--- src/rtl/tcpc_phy_tx_arbiter.sv ---
// PHY transmit-path arbiter: Hard Reset > GoodCRC > message, with a transfer
// watchdog, an optional inter-frame gap and Hard Reset pre-emption of messages.
module tcpc_phy_tx_arbiter #(
    parameter int unsigned TX_TIMEOUT = 1024,
    parameter int unsigned IFG_CYCLES = 4
) (
    input  logic        clk,
    input  logic        hard_reset_n,
    input  logic        gcrc_req,
    input  logic [15:0] gcrc_hdr,
    output logic        GoodCRC_Transmission_Complete,
    input  logic        msg_req,
    input  logic [2:0]  msg_sop,
    input  logic [15:0] msg_hdr,
    output logic        msg_done,
    output logic        msg_failed,
    output logic        msg_discarded,
    input  logic        hr_req,
    output logic        hr_done,
    input  logic        phy_rx_busy,
    output logic        phy_tx_start,
    output logic [1:0]  phy_tx_kind,
    output logic [2:0]  phy_tx_sop,
    output logic [15:0] phy_tx_hdr,
    output logic        phy_tx_abort,
    input  logic        phy_tx_done,
    input  logic        phy_tx_err
);

    typedef enum logic [1:0] {StIdle, StStart, StBusy, StGap} state_e;

    localparam logic [1:0] KindMsg  = 2'b00;
    localparam logic [1:0] KindGcrc = 2'b01;
    localparam logic [1:0] KindHr   = 2'b10;

    localparam int unsigned CntW = $clog2(TX_TIMEOUT + 1);
    localparam int unsigned GapW = (IFG_CYCLES > 1) ? $clog2(IFG_CYCLES) : 1;
    localparam state_e      StAfter = (IFG_CYCLES == 0) ? StIdle : StGap;

    state_e          state_q, state_d;
    logic [1:0]      kind_q, kind_d;
    logic [2:0]      sop_q, sop_d;
    logic [15:0]     hdr_q, hdr_d;
    logic [CntW-1:0] cnt_q, cnt_d;
    logic [GapW-1:0] gap_q, gap_d;
    logic            hr_q;

    logic gcrc_cmp_q, gcrc_cmp_d;
    logic msg_done_q, msg_done_d;
    logic msg_failed_q, msg_failed_d;
    logic msg_disc_q, msg_disc_d;
    logic hr_done_q, hr_done_d;
    logic abort_q, abort_d;

    logic hr_rise, fin_ok, fin_err, preempt, timeout;

    always_ff @(posedge clk or negedge hard_reset_n) begin
        if (!hard_reset_n) begin
            state_q      <= StIdle;
            kind_q       <= '0;
            sop_q        <= '0;
            hdr_q        <= '0;
            cnt_q        <= '0;
            gap_q        <= '0;
            hr_q         <= 1'b0;
            gcrc_cmp_q   <= 1'b0;
            msg_done_q   <= 1'b0;
            msg_failed_q <= 1'b0;
            msg_disc_q   <= 1'b0;
            hr_done_q    <= 1'b0;
            abort_q      <= 1'b0;
        end else begin
            state_q      <= state_d;
            kind_q       <= kind_d;
            sop_q        <= sop_d;
            hdr_q        <= hdr_d;
            cnt_q        <= cnt_d;
            gap_q        <= gap_d;
            hr_q         <= hr_req;
            gcrc_cmp_q   <= gcrc_cmp_d;
            msg_done_q   <= msg_done_d;
            msg_failed_q <= msg_failed_d;
            msg_disc_q   <= msg_disc_d;
            hr_done_q    <= hr_done_d;
            abort_q      <= abort_d;
        end
    end

    always_comb begin
        state_d = state_q;
        kind_d  = kind_q;
        sop_d   = sop_q;
        hdr_d   = hdr_q;
        cnt_d   = cnt_q;
        gap_d   = gap_q;
        hr_rise = hr_req & ~hr_q;
        fin_ok  = 1'b0;
        fin_err = 1'b0;
        preempt = 1'b0;
        timeout = 1'b0;
        unique case (state_q)
            StIdle: begin
                cnt_d = '0;
                gap_d = '0;
                if (hr_req) begin
                    state_d = StStart;
                    kind_d  = KindHr;
                    sop_d   = '0;
                    hdr_d   = '0;
                end else if (gcrc_req) begin
                    state_d = StStart;
                    kind_d  = KindGcrc;
                    sop_d   = '0;
                    hdr_d   = gcrc_hdr;
                end else if (msg_req && !phy_rx_busy) begin
                    state_d = StStart;
                    kind_d  = KindMsg;
                    sop_d   = msg_sop;
                    hdr_d   = msg_hdr;
                end
            end
            StStart: begin
                // Counter tracks cycles since phy_tx_start; the start cycle is cycle 0.
                cnt_d = CntW'(1);
                if (kind_q == KindMsg && hr_rise) begin
                    preempt = 1'b1;
                    state_d = StIdle;
                end else begin
                    state_d = StBusy;
                end
            end
            StBusy: begin
                if (kind_q == KindMsg && hr_rise) begin
                    preempt = 1'b1;
                    state_d = StIdle;
                end else begin
                    timeout = (cnt_q == CntW'(TX_TIMEOUT - 1));
                    fin_err = phy_tx_err | timeout;
                    fin_ok  = phy_tx_done & ~fin_err;
                    if (fin_ok || fin_err) begin
                        state_d = StAfter;
                        gap_d   = '0;
                    end else begin
                        cnt_d = cnt_q + CntW'(1);
                    end
                end
            end
            StGap: begin
                if (hr_req || gap_q == GapW'(IFG_CYCLES - 1)) begin
                    state_d = StIdle;
                end else begin
                    gap_d = gap_q + GapW'(1);
                end
            end
            default: state_d = StIdle;
        endcase
    end

    always_comb begin
        phy_tx_start = (state_q == StStart);
        gcrc_cmp_d   = (fin_ok | fin_err) & (kind_q == KindGcrc);
        msg_done_d   = fin_ok & (kind_q == KindMsg);
        msg_failed_d = fin_err & (kind_q == KindMsg);
        hr_done_d    = (fin_ok | fin_err) & (kind_q == KindHr);
        msg_disc_d   = preempt;
        abort_d      = preempt | timeout;
    end

    assign phy_tx_kind                   = kind_q;
    assign phy_tx_sop                    = sop_q;
    assign phy_tx_hdr                    = hdr_q;
    assign phy_tx_abort                  = abort_q;
    assign GoodCRC_Transmission_Complete = gcrc_cmp_q;
    assign msg_done                      = msg_done_q;
    assign msg_failed                    = msg_failed_q;
    assign msg_discarded                 = msg_disc_q;
    assign hr_done                       = hr_done_q;

endmodule

--- config.mk ---
export PLATFORM = sky130hd
export DESIGN_NAME = tcpc_phy_tx_arbiter
export DESIGN_NICKNAME = d
export VERILOG_FILES = /design/src/rtl/tcpc_phy_tx_arbiter.sv
export SDC_FILE = /design/constraint.sdc
export NUM_CORES = 1
export LEC_CHECK = 0
export CAP_MARGIN = 20
export CORE_MARGIN = 1.5
export CORE_UTILIZATION = 50
export DETAILED_ROUTE_END_ITERATION = 16
export PLACE_DENSITY_LB_ADDON = 0.3
export SLEW_MARGIN = 5
export SYNTH_ARGS = -nofsm -noshare
export SYNTH_HDL_FRONTEND = slang
export SYNTH_SLANG_ARGS = --single-unit
export TNS_END_PERCENT = 50
--- constraint.sdc ---
create_clock -name clk -period 5.2 [get_ports clk]
set_input_delay 0.78 -clock clk [delete_from_list [all_inputs] [get_ports clk]]
set_output_delay 0.78 -clock clk [all_outputs]
set_load 0.02 [all_outputs]
; ---- Yosys cells after proc, flatten, opt, wreduce, memory -nomap -nowiden
; Cells that the tools add are included.
[word_totals]
register_bits = 43
mem_bits_rw = 0
rom_bits = 0
latch_bits = 0
in_bits = 43
mem_count = 0
[op_classes]
n_div = 0
order_cmp = 0
muxes = 32
n_eq_ne = 14
reduce_logical = 15
n_addsub = 2
shift = 0
mul = 0
n_bitwise = 11
[ops]
columns = operator, n
row1 = 16-bit 2-to-1 mux, 3
row2 = 11-bit case mux with 3 select lines, 1
row3 = 2-bit 2-to-1 mux, 13
row4 = 11-bit 2-to-1 mux, 2
row5 = 11-bit by 1-bit adder with 11-bit output (second input constant), 1
row6 = 11-bit by 10-bit == test with 1-bit output (second input constant), 1
row7 = 2-bit != test (second input constant), 5
row8 = 3-bit 2-to-1 mux, 3
row9 = 3-bit nonzero test, 3
row10 = 2-bit == test (second input constant), 4
row11 = 1-bit 2-to-1 mux, 8
row12 = 2-bit case mux with 4 select lines, 1
row13 = 1-bit AND, 6
row14 = 2-bit case mux with 3 select lines, 1
row15 = 3-bit AND reduction, 2
row16 = 2-bit by 1-bit == test with 1-bit output (second input constant), 2
row17 = 2-bit logical NOT, 2
row18 = 4-bit != test (second input constant), 1
row19 = 4-bit AND reduction, 1
row20 = 3-bit != test (second input constant), 1
row21 = 1-bit bitwise OR, 3
row22 = 2-bit by 1-bit adder with 2-bit output (second input constant), 1
row23 = 1-bit logical AND, 2
row24 = 1-bit logical OR, 2
row25 = other kinds (4), 5

; ---- Logic depth before layout (Yosys ltp)
[depth]
word_depth = 8
mapped_depth = 7
depth_no_buf = 6

; ---- Worst setup path after synthesis
; OpenSTA, ideal clock, no wires.
[synth_timing]
kind = in2reg
startpoint = input port gcrc_req
endpoint = register hdr_q[0], in the netlist phy_tx_hdr[0]
n_path_buf = 2
arrival_time_ns = 1.815
cell_stages = 5
path_slack_ns = 3.239
path_cell_list = buf_2 -> nor2_1 -> a21bo_2 -> clkbuf_1 -> o221ai_1
[synth_via]
elab_chain_len = 2
elab_cells_between_ends = 4
classes_between = mux (2) / reduce/logical (2)
[synth_rtl]
columns = element, line
row1 = start: declaration, 9  ; input logic gcrc_req,
row2 = 3-bit nonzero test (no line) or 16-bit 2-to-1 mux (tied branches), n/a
row3 = 2-bit AND reduction (no line) or 16-bit 2-to-1 mux (tied branches), n/a
row4 = end signal: assignment, 76  ; hdr_q <= hdr_d;
row5 = end: declaration, 43  ; logic [15:0] hdr_q, hdr_d;
; Several ways; a longest one is shown, not always the timed one.
; A chain may end at the register's enable or synchronous reset.

; ---- Final worst setup path
; Same ends and word-level chain as after synthesis.

==> run summary <==
End point of the worst hold path: phy_tx_hdr[6]$_DFFE_PN0P_. Of the available clock period, the critical path in the final layout requires 57.07%. The areal power density over the cells works out to 439.8 mW/mm². The most common cell after layout, fill and taps aside is sky130_fd_sc_hd__clkdlybuf4s50_1.

For the number of maximum-capacitance violations, the log shows 0. The worst register-to-register path ends at state_q[1]$_DFFE_PN0P_. The tools report the maximum clock frequency as 336.9 MHz. The tools report the total detailed-routing wirelength as 5.276 mm.

The part of the power in registers is 37.1%. The required time of the worst setup path came out at 5.33 ns. TritonCTS built the clock tree. The worst setup path is captured at a register. The worst-path maximum fanout was 40; the number of max-slew violations in the final report was 0. The number of clock sinks seen by CTS came out at 43.

Routability-driven placement finished with a final weighted congestion of 0.8772. The average cell area after synthesis was 10.46 µm². By area the synthesized netlist is led by sky130_fd_sc_hd__dfrtp_1 (48%), sky130_fd_sc_hd__mux2i_1 (8.0%), sky130_fd_sc_hd__o31ai_1 (5.3%), sky130_fd_sc_hd__nand2_1 (4.8%), sky130_fd_sc_hd__ha_1 (3.9%). The run gives 8.997 mm as the wire length of the first global-routing pass. The tools report the number of H-tree levels as 2. The detail-routed net length per standard cell was 15.75 µm; the final hold violation count was 0. The number of enable flip-flop cells after synthesis is 0. The flow ran to the end, and the final reports show no timing, DRC or antenna violations.

The via count of the first global-routing pass is 1,936. Clock tree synthesis inserted a total of 5 buffers. Switching power of the nets: 0.5278 mW. For the worst setup path, the data arrival time is 3.10 ns.

By startpoint and endpoint, the worst setup path is classified as in -> reg. After the last flow step, the layout net total stands at 332. Synthesis-stage register bit count: 43. Netlist area before placement: 0.002258 mm². Once detail routing completed, the nets flagged for antenna violations numbered 0.

From bottom edge to top edge, the die measures 70.21 µm. Of the post-synthesis cell area, the dominant cell type holds 47.65%. Counting every instance in the synthesized netlist gives 216. The run gives 4 as the iteration count of the initial detailed-routing pass. 71 I/O pins were placed.

The cell type with the highest aggregate area in the netlist is sky130_fd_sc_hd__dfrtp_1. The tools report the count of cell types in the netlist as 49. The buffer count from post-CTS setup fixing was 0; the clock latency at the later pin of the worst-skew pair was 0.29 ns. For the reg-to-reg setup timing slack, the log shows 3.05 ns. Clock-pin slew was measured on the worst setup and hold paths at 0.08 ns. The logs give 3.839 mm for the placed wire-length estimate and 0 for the hold buffer count at CTS.

Summing the sequential cell areas from Yosys gives 47.65% of the chip area. Setup repair after global routing left no endpoint under its margin. Synthesis produced a netlist with a net count of 266.

The number of antenna violations at the first check in global routing came out at 0. Measured against its own limit, the worst slew margin works out to 36.13%. The pin count of the biggest net entering global routing was 44; the count of inserted antenna diode cells was 0.

The fill cell total of the finished layout came out at 339. The worst setup path is launched from an input port. The worst hold path passes through 2 cells. The number of cells on the worst reg-to-reg path was 5; the number of vias per cell was 5.660. For the final cell count without fillers, the log shows 335.

Number of warning messages in the yosys log: 0. The analysis attributes to cell leakage a power of 1.312 nW. Global routing used 23.20% of the available tracks.

VDD sags by at most 0.2763 mV. The logs give 0 for the residual overflow from global routing and 1,896 for the via count. The initial core utilization was 51.87%; the layout cell share with drive strength beyond 1 was 5.654%. Setup total negative slack on the finished layout was measured at 0 ns.

The internal power consumption was 0.8167 mW; the part of the power in combinational logic was 47.7%. In the layout the commonest cells are sky130_fd_sc_hd__clkdlybuf4s50_1 (69), sky130_fd_sc_hd__dfrtp_1 (43), sky130_fd_sc_hd__nand2_1 (29). The largest stage delay on the critical path is 0.90 ns, and the number of cells after detailed placement is 327. The maximum root-to-sink buffer count was 2. In this run, the number of DRC markers left after iteration 0 of detailed routing was 118. Traced cell by cell, the critical path runs through clkdlybuf4s50_1 -> nor2_1 -> a21bo_2 -> o221ai_1. The run gives 0 as the quantity of gates resized following cts.

Beginning of the worst hold path: phy_tx_hdr[6]$_DFFE_PN0P_. Die outline width: 70.21 µm. Placeable core region: 0.004354 mm². The final worst clock skew is 0.004825 ns, and the proportion of register bits with asynchronous set or reset after synthesis is 100.0%. Compared with the post-synthesis result, the final layout area differs by 35.35%. The worst hold path belongs to the class reg -> reg.

The remaining routing DRC violations was 0. The clock network is responsible for 15.2% of the overall power. The floorplan step defined a die boundary enclosing 0.004929 mm². The tools report the launching point of the worst reg2reg path as cnt_q[0]$_DFFE_PN0P_. Input and output buffers added on the ports amount to 70.

The routed design could run at a clock period as short as 2.968 ns. CTS placed an instance of sky130_fd_sc_hd__clkbuf_8 at the clock tree root. For this run, the leading register cell type out of synthesis is sky130_fd_sc_hd__dfrtp_1.

Net switching is 39.26% of the power. The measured slew at the worst slew-check pin came out at 0.9551 ns. The largest individual stage delay along the critical path comes from the cell sky130_fd_sc_hd__clkdlybuf4s50_1. Setup violations remaining at the end of the flow were counted as 0. The floorplan has 24 rows.
registers in the layout, indices dropped and copies added, names as in the netlist:
register                       cells
gap_q                              2
cnt_q                             11
state_q                            2
GoodCRC_Transmission_Complete      1
msg_discarded                      1
phy_tx_hdr                        16
hr_q                               1
phy_tx_abort                       1
hr_done                            1
phy_tx_sop                         3
msg_failed                         1
msg_done                           1
phy_tx_kind                        2
power groups by stage:
stage	clock (mW)	combinational, mW	sequential (mW)
floorplan	0	0.276	0.596
global placement	0	0.630	0.501
detailed placement	0	0.643	0.504
CTS	0.211	0.649	0.500
global route	0.221	0.698	0.513
finish	0.204	0.641	0.499
cells by family after synthesis:
kind of cell	after synthesis	share of synthesized area, %
DFF	43	47.65
and+or+nand+nor	69	15.90
adders and majority gates	7	3.878
muxes	20	9.141
buffers and inverters	21	3.601
AOI/OAI and AO/OA	56	19.83
final cells by class:
type,instances,area (µm²),area share (%)
flip-flops and latches,43,1076,35.20
clock inverters,1,5.005,0.1637
well taps,52,65.06,2.129
inverters,10,37.54,1.228
multi-input cells,152,1101,36.02
repair buffers,70,695.7,22.76
clock buffers,7,76.32,2.497
Yosys cell counts (6+ instances only):
cell type / count
sky130_fd_sc_hd__inv_1: 10
sky130_fd_sc_hd__nand2_1: 29
sky130_fd_sc_hd__dfrtp_1: 43
sky130_fd_sc_hd__mux2i_1: 18
sky130_fd_sc_hd__ha_1: 7
sky130_fd_sc_hd__clkbuf_1: 8
sky130_fd_sc_hd__o31ai_1: 16
sky130_fd_sc_hd__a41oi_1: 6
sky130_fd_sc_hd__nor3_1: 6
worst max-delay path, delay by kind of cell:
kind                   cells  cell delay (ns)
and+or+nand+nor            1             0.51
AOI/OAI and AO/OA          2             0.90
buffers and inverters      1             0.90
through the flow:
step	cell area (µm²)	util, %	setup slack, ns	hold slack [ns]	total power, mW
6_report	3057	70.20	2.232	0.4813	1.344
5_1_grt	3057	70.20	1.977	0.5096	1.432
4_1_cts	3057	70.20	2.209	0.4831	1.359
3_5_place_dp	2975	68.33	1.899	0.4649	1.147
3_3_place_gp	2975	68.33	1.961	0.4607	1.131
2_1_floorplan	2258	-	3.239	0.4725	0.8716
worst max path at each step:
stage                        start                   endpoint  slack (ns)  cells after the start
final                     gcrc_req  phy_tx_hdr[0]$_DFFE_PN0P_        2.23                      4
after global routing      gcrc_req  phy_tx_sop[2]$_DFFE_PN0P_        1.98                      5
after CTS                 gcrc_req  phy_tx_hdr[0]$_DFFE_PN0P_        2.21                      4
after detailed placement  gcrc_req  phy_tx_hdr[0]$_DFFE_PN0P_        1.90                      4
after global placement    gcrc_req  phy_tx_hdr[0]$_DFFE_PN0P_        1.96                      4
after floorplan           gcrc_req  phy_tx_hdr[0]$_DFFE_PN0P_        3.24                      5
layer usage:
metal / vias up / GRT usage, % / share of wire, %
met4: 0 / 9.615 / 1.8
met3: 9 / 4.473 / 4.9
li1: 930 / - / -
met1: 904 / 30.67 / 44
met5: - / 0 / 0
met2: 53 / 37.46 / 49
Note: power is estimated with default switching activity, not from simulation.
==> edit: new RTL, config.mk and constraints unchanged <==
Register the output `phy_tx_hdr` once more, cleared by the reset; this adds one clock of latency there. The other outputs are not delayed to match.
--- a/src/rtl/tcpc_phy_tx_arbiter.sv
+++ b/src/rtl/tcpc_phy_tx_arbiter.sv
@@ -170,3 +170,9 @@
     assign phy_tx_sop                    = sop_q;
-    assign phy_tx_hdr                    = hdr_q;
+    always_ff @(posedge clk or negedge hard_reset_n) begin
+        if (!hard_reset_n) begin
+            phy_tx_hdr <= '0;
+        end else begin
+            phy_tx_hdr <= hdr_q;
+        end
+    end
     assign phy_tx_abort                  = abort_q;
Formal check against the unedited RTL: not equivalent (Yosys sat finds a counterexample within 4 cycles, from zero or initial values and one cycle with hard_reset_n low).
==> edit against the original RTL <==
  * Clock skew is 0.0046 ns higher
  * Cell area is 18% higher
  * Clock power is 110% higher
  * Largest power group is now sequential cells
  * First-iteration DRC count is 93% higher
  * Area after synthesis is 17% higher
  * Sequential cell count is 16 higher
  * Power is 27% higher
  * Worst setup slack worse by 0.039 ns
  * Routed wire length is 17% higher
  * Combinational power is 6.7% lower
==> edit: results (changes against the original RTL) <==
[synth]
yosys-top-cells-area = dfrtp_1 56%, mux2i_1 5.7%, nand2_1 5.1%, o31ai_1 4.5%, o21ai_0 4.2%
yosysSeqAreaShare = 0.5587  ; +0.08226
syn_inst = 243  ; +13%
synth.distinct_cells = 44  ; -10%
synthTopCellsByCount = 59 x dfrtp_1, 36 x nand2_1, 22 x o21ai_0
synth_seq_cells = 59  ; +37%
synth_mux_area_frac = 0.05682  ; -0.03459
mappedNetlistNets = 293  ; +10%

[min_path]
hold_depth = 0  ; -2
hold_start = hdr_q[14]
worstHoldEndpoint = phy_tx_hdr[14]

[critical_path]
worst_r2r_path_depth = 6  ; +1
crit_start = hr_req
cp.arrival_ns = 3.24  ; +0.14 ns
worstPathMaxFanout = 25  ; -38%
max_stage_delay_ns = 1.05  ; +0.15 ns
crit_family = buffers and inverters
reg2reg_to = cnt_q[5]

[power_and_ir_drop]
p_switching_mw = 0.5913  ; +12%
irDropWorstVdd_uv = 297.7  ; +7.8%
cellLeakagePower_nw = 1.580  ; +20%

[place]
place_hpwl_um = 4222  ; +10%
place_congestion = 0.9102  ; +3.8%
dp.cells = 374  ; +14%
preCtsSetupSlack_ns = 1.724  ; -0.1746 ns

[global_route]
grt_max_degree = 60  ; +36%
grt_pass1_wl_um = 10210  ; +13%
grt_pass1_vias = 2086  ; +7.7%
grt_util_all_layers = 0.2502  ; +0.01824

[drt]
routed_wl_um = 6182  ; +17%
drt-vias-per-instance = 5.552  ; -1.9%

[outcome]
status = completed

[finish]
n_all_inverters = 6  ; -4
stdcell_count = 391  ; +17%
seqCellArea_um2 = 1476  ; +37%
num-multi-input-gates = 167  ; +9.9%
drive_above_1_share = 0.08100  ; +0.02446
signal_buffers = 73  ; +4.3%
fillers = 391  ; +15%
nClkBuffers = 12  ; +5
buffer_area_frac = 0.2007  ; -0.02690

[clocking]
cts_buffers = 9  ; +4
cts.clk_slew.worst_paths_ns = 0.06  ; -0.02 ns
htree_num_levels = 3  ; +1
clock_latency_ns = 0.34  ; +0.05 ns

[timing]
relSlewSlack = 0.4100  ; +0.04868
setup_slack_ns = 2.193  ; -0.03920 ns

==> edit: cell count changes in the layout (fill, tap and decap cells not counted), sizes merged, moves of 4 or more <==
cell,before,now
dfrtp,43,59
a41oi,6,1
nor2,4,8
inv,10,6
o21ai,8,23
clkbuf,7,12
nand3,4,10
nand2,30,36
==> edit: power groups by stage <==
stage | logic (mW) | registers (mW) | clock network [mW]
floorplan | 0.264 | 0.745 | 0
global placement | 0.565 | 0.672 | 0
detailed placement | 0.579 | 0.679 | 0
CTS | 0.586 | 0.673 | 0.445
global route | 0.652 | 0.688 | 0.467
finish | 0.598 | 0.671 | 0.436
==> edit: layer usage <==
metal	track usage	part of all wire
met4	0.1032	0.020
met3	0.07407	0.059
met2	0.4103	0.50
met1	0.3112	0.42
met5	0	0
==> edit: metrics by stage <==
stage	hold WS (ns)	instance area, um^2
floorplan	0.3535	2643
global placement	0.3604	3388
detailed placement	0.3609	3388
CTS	0.3759	3601
global route	0.3805	3616
finish	0.3748	3616
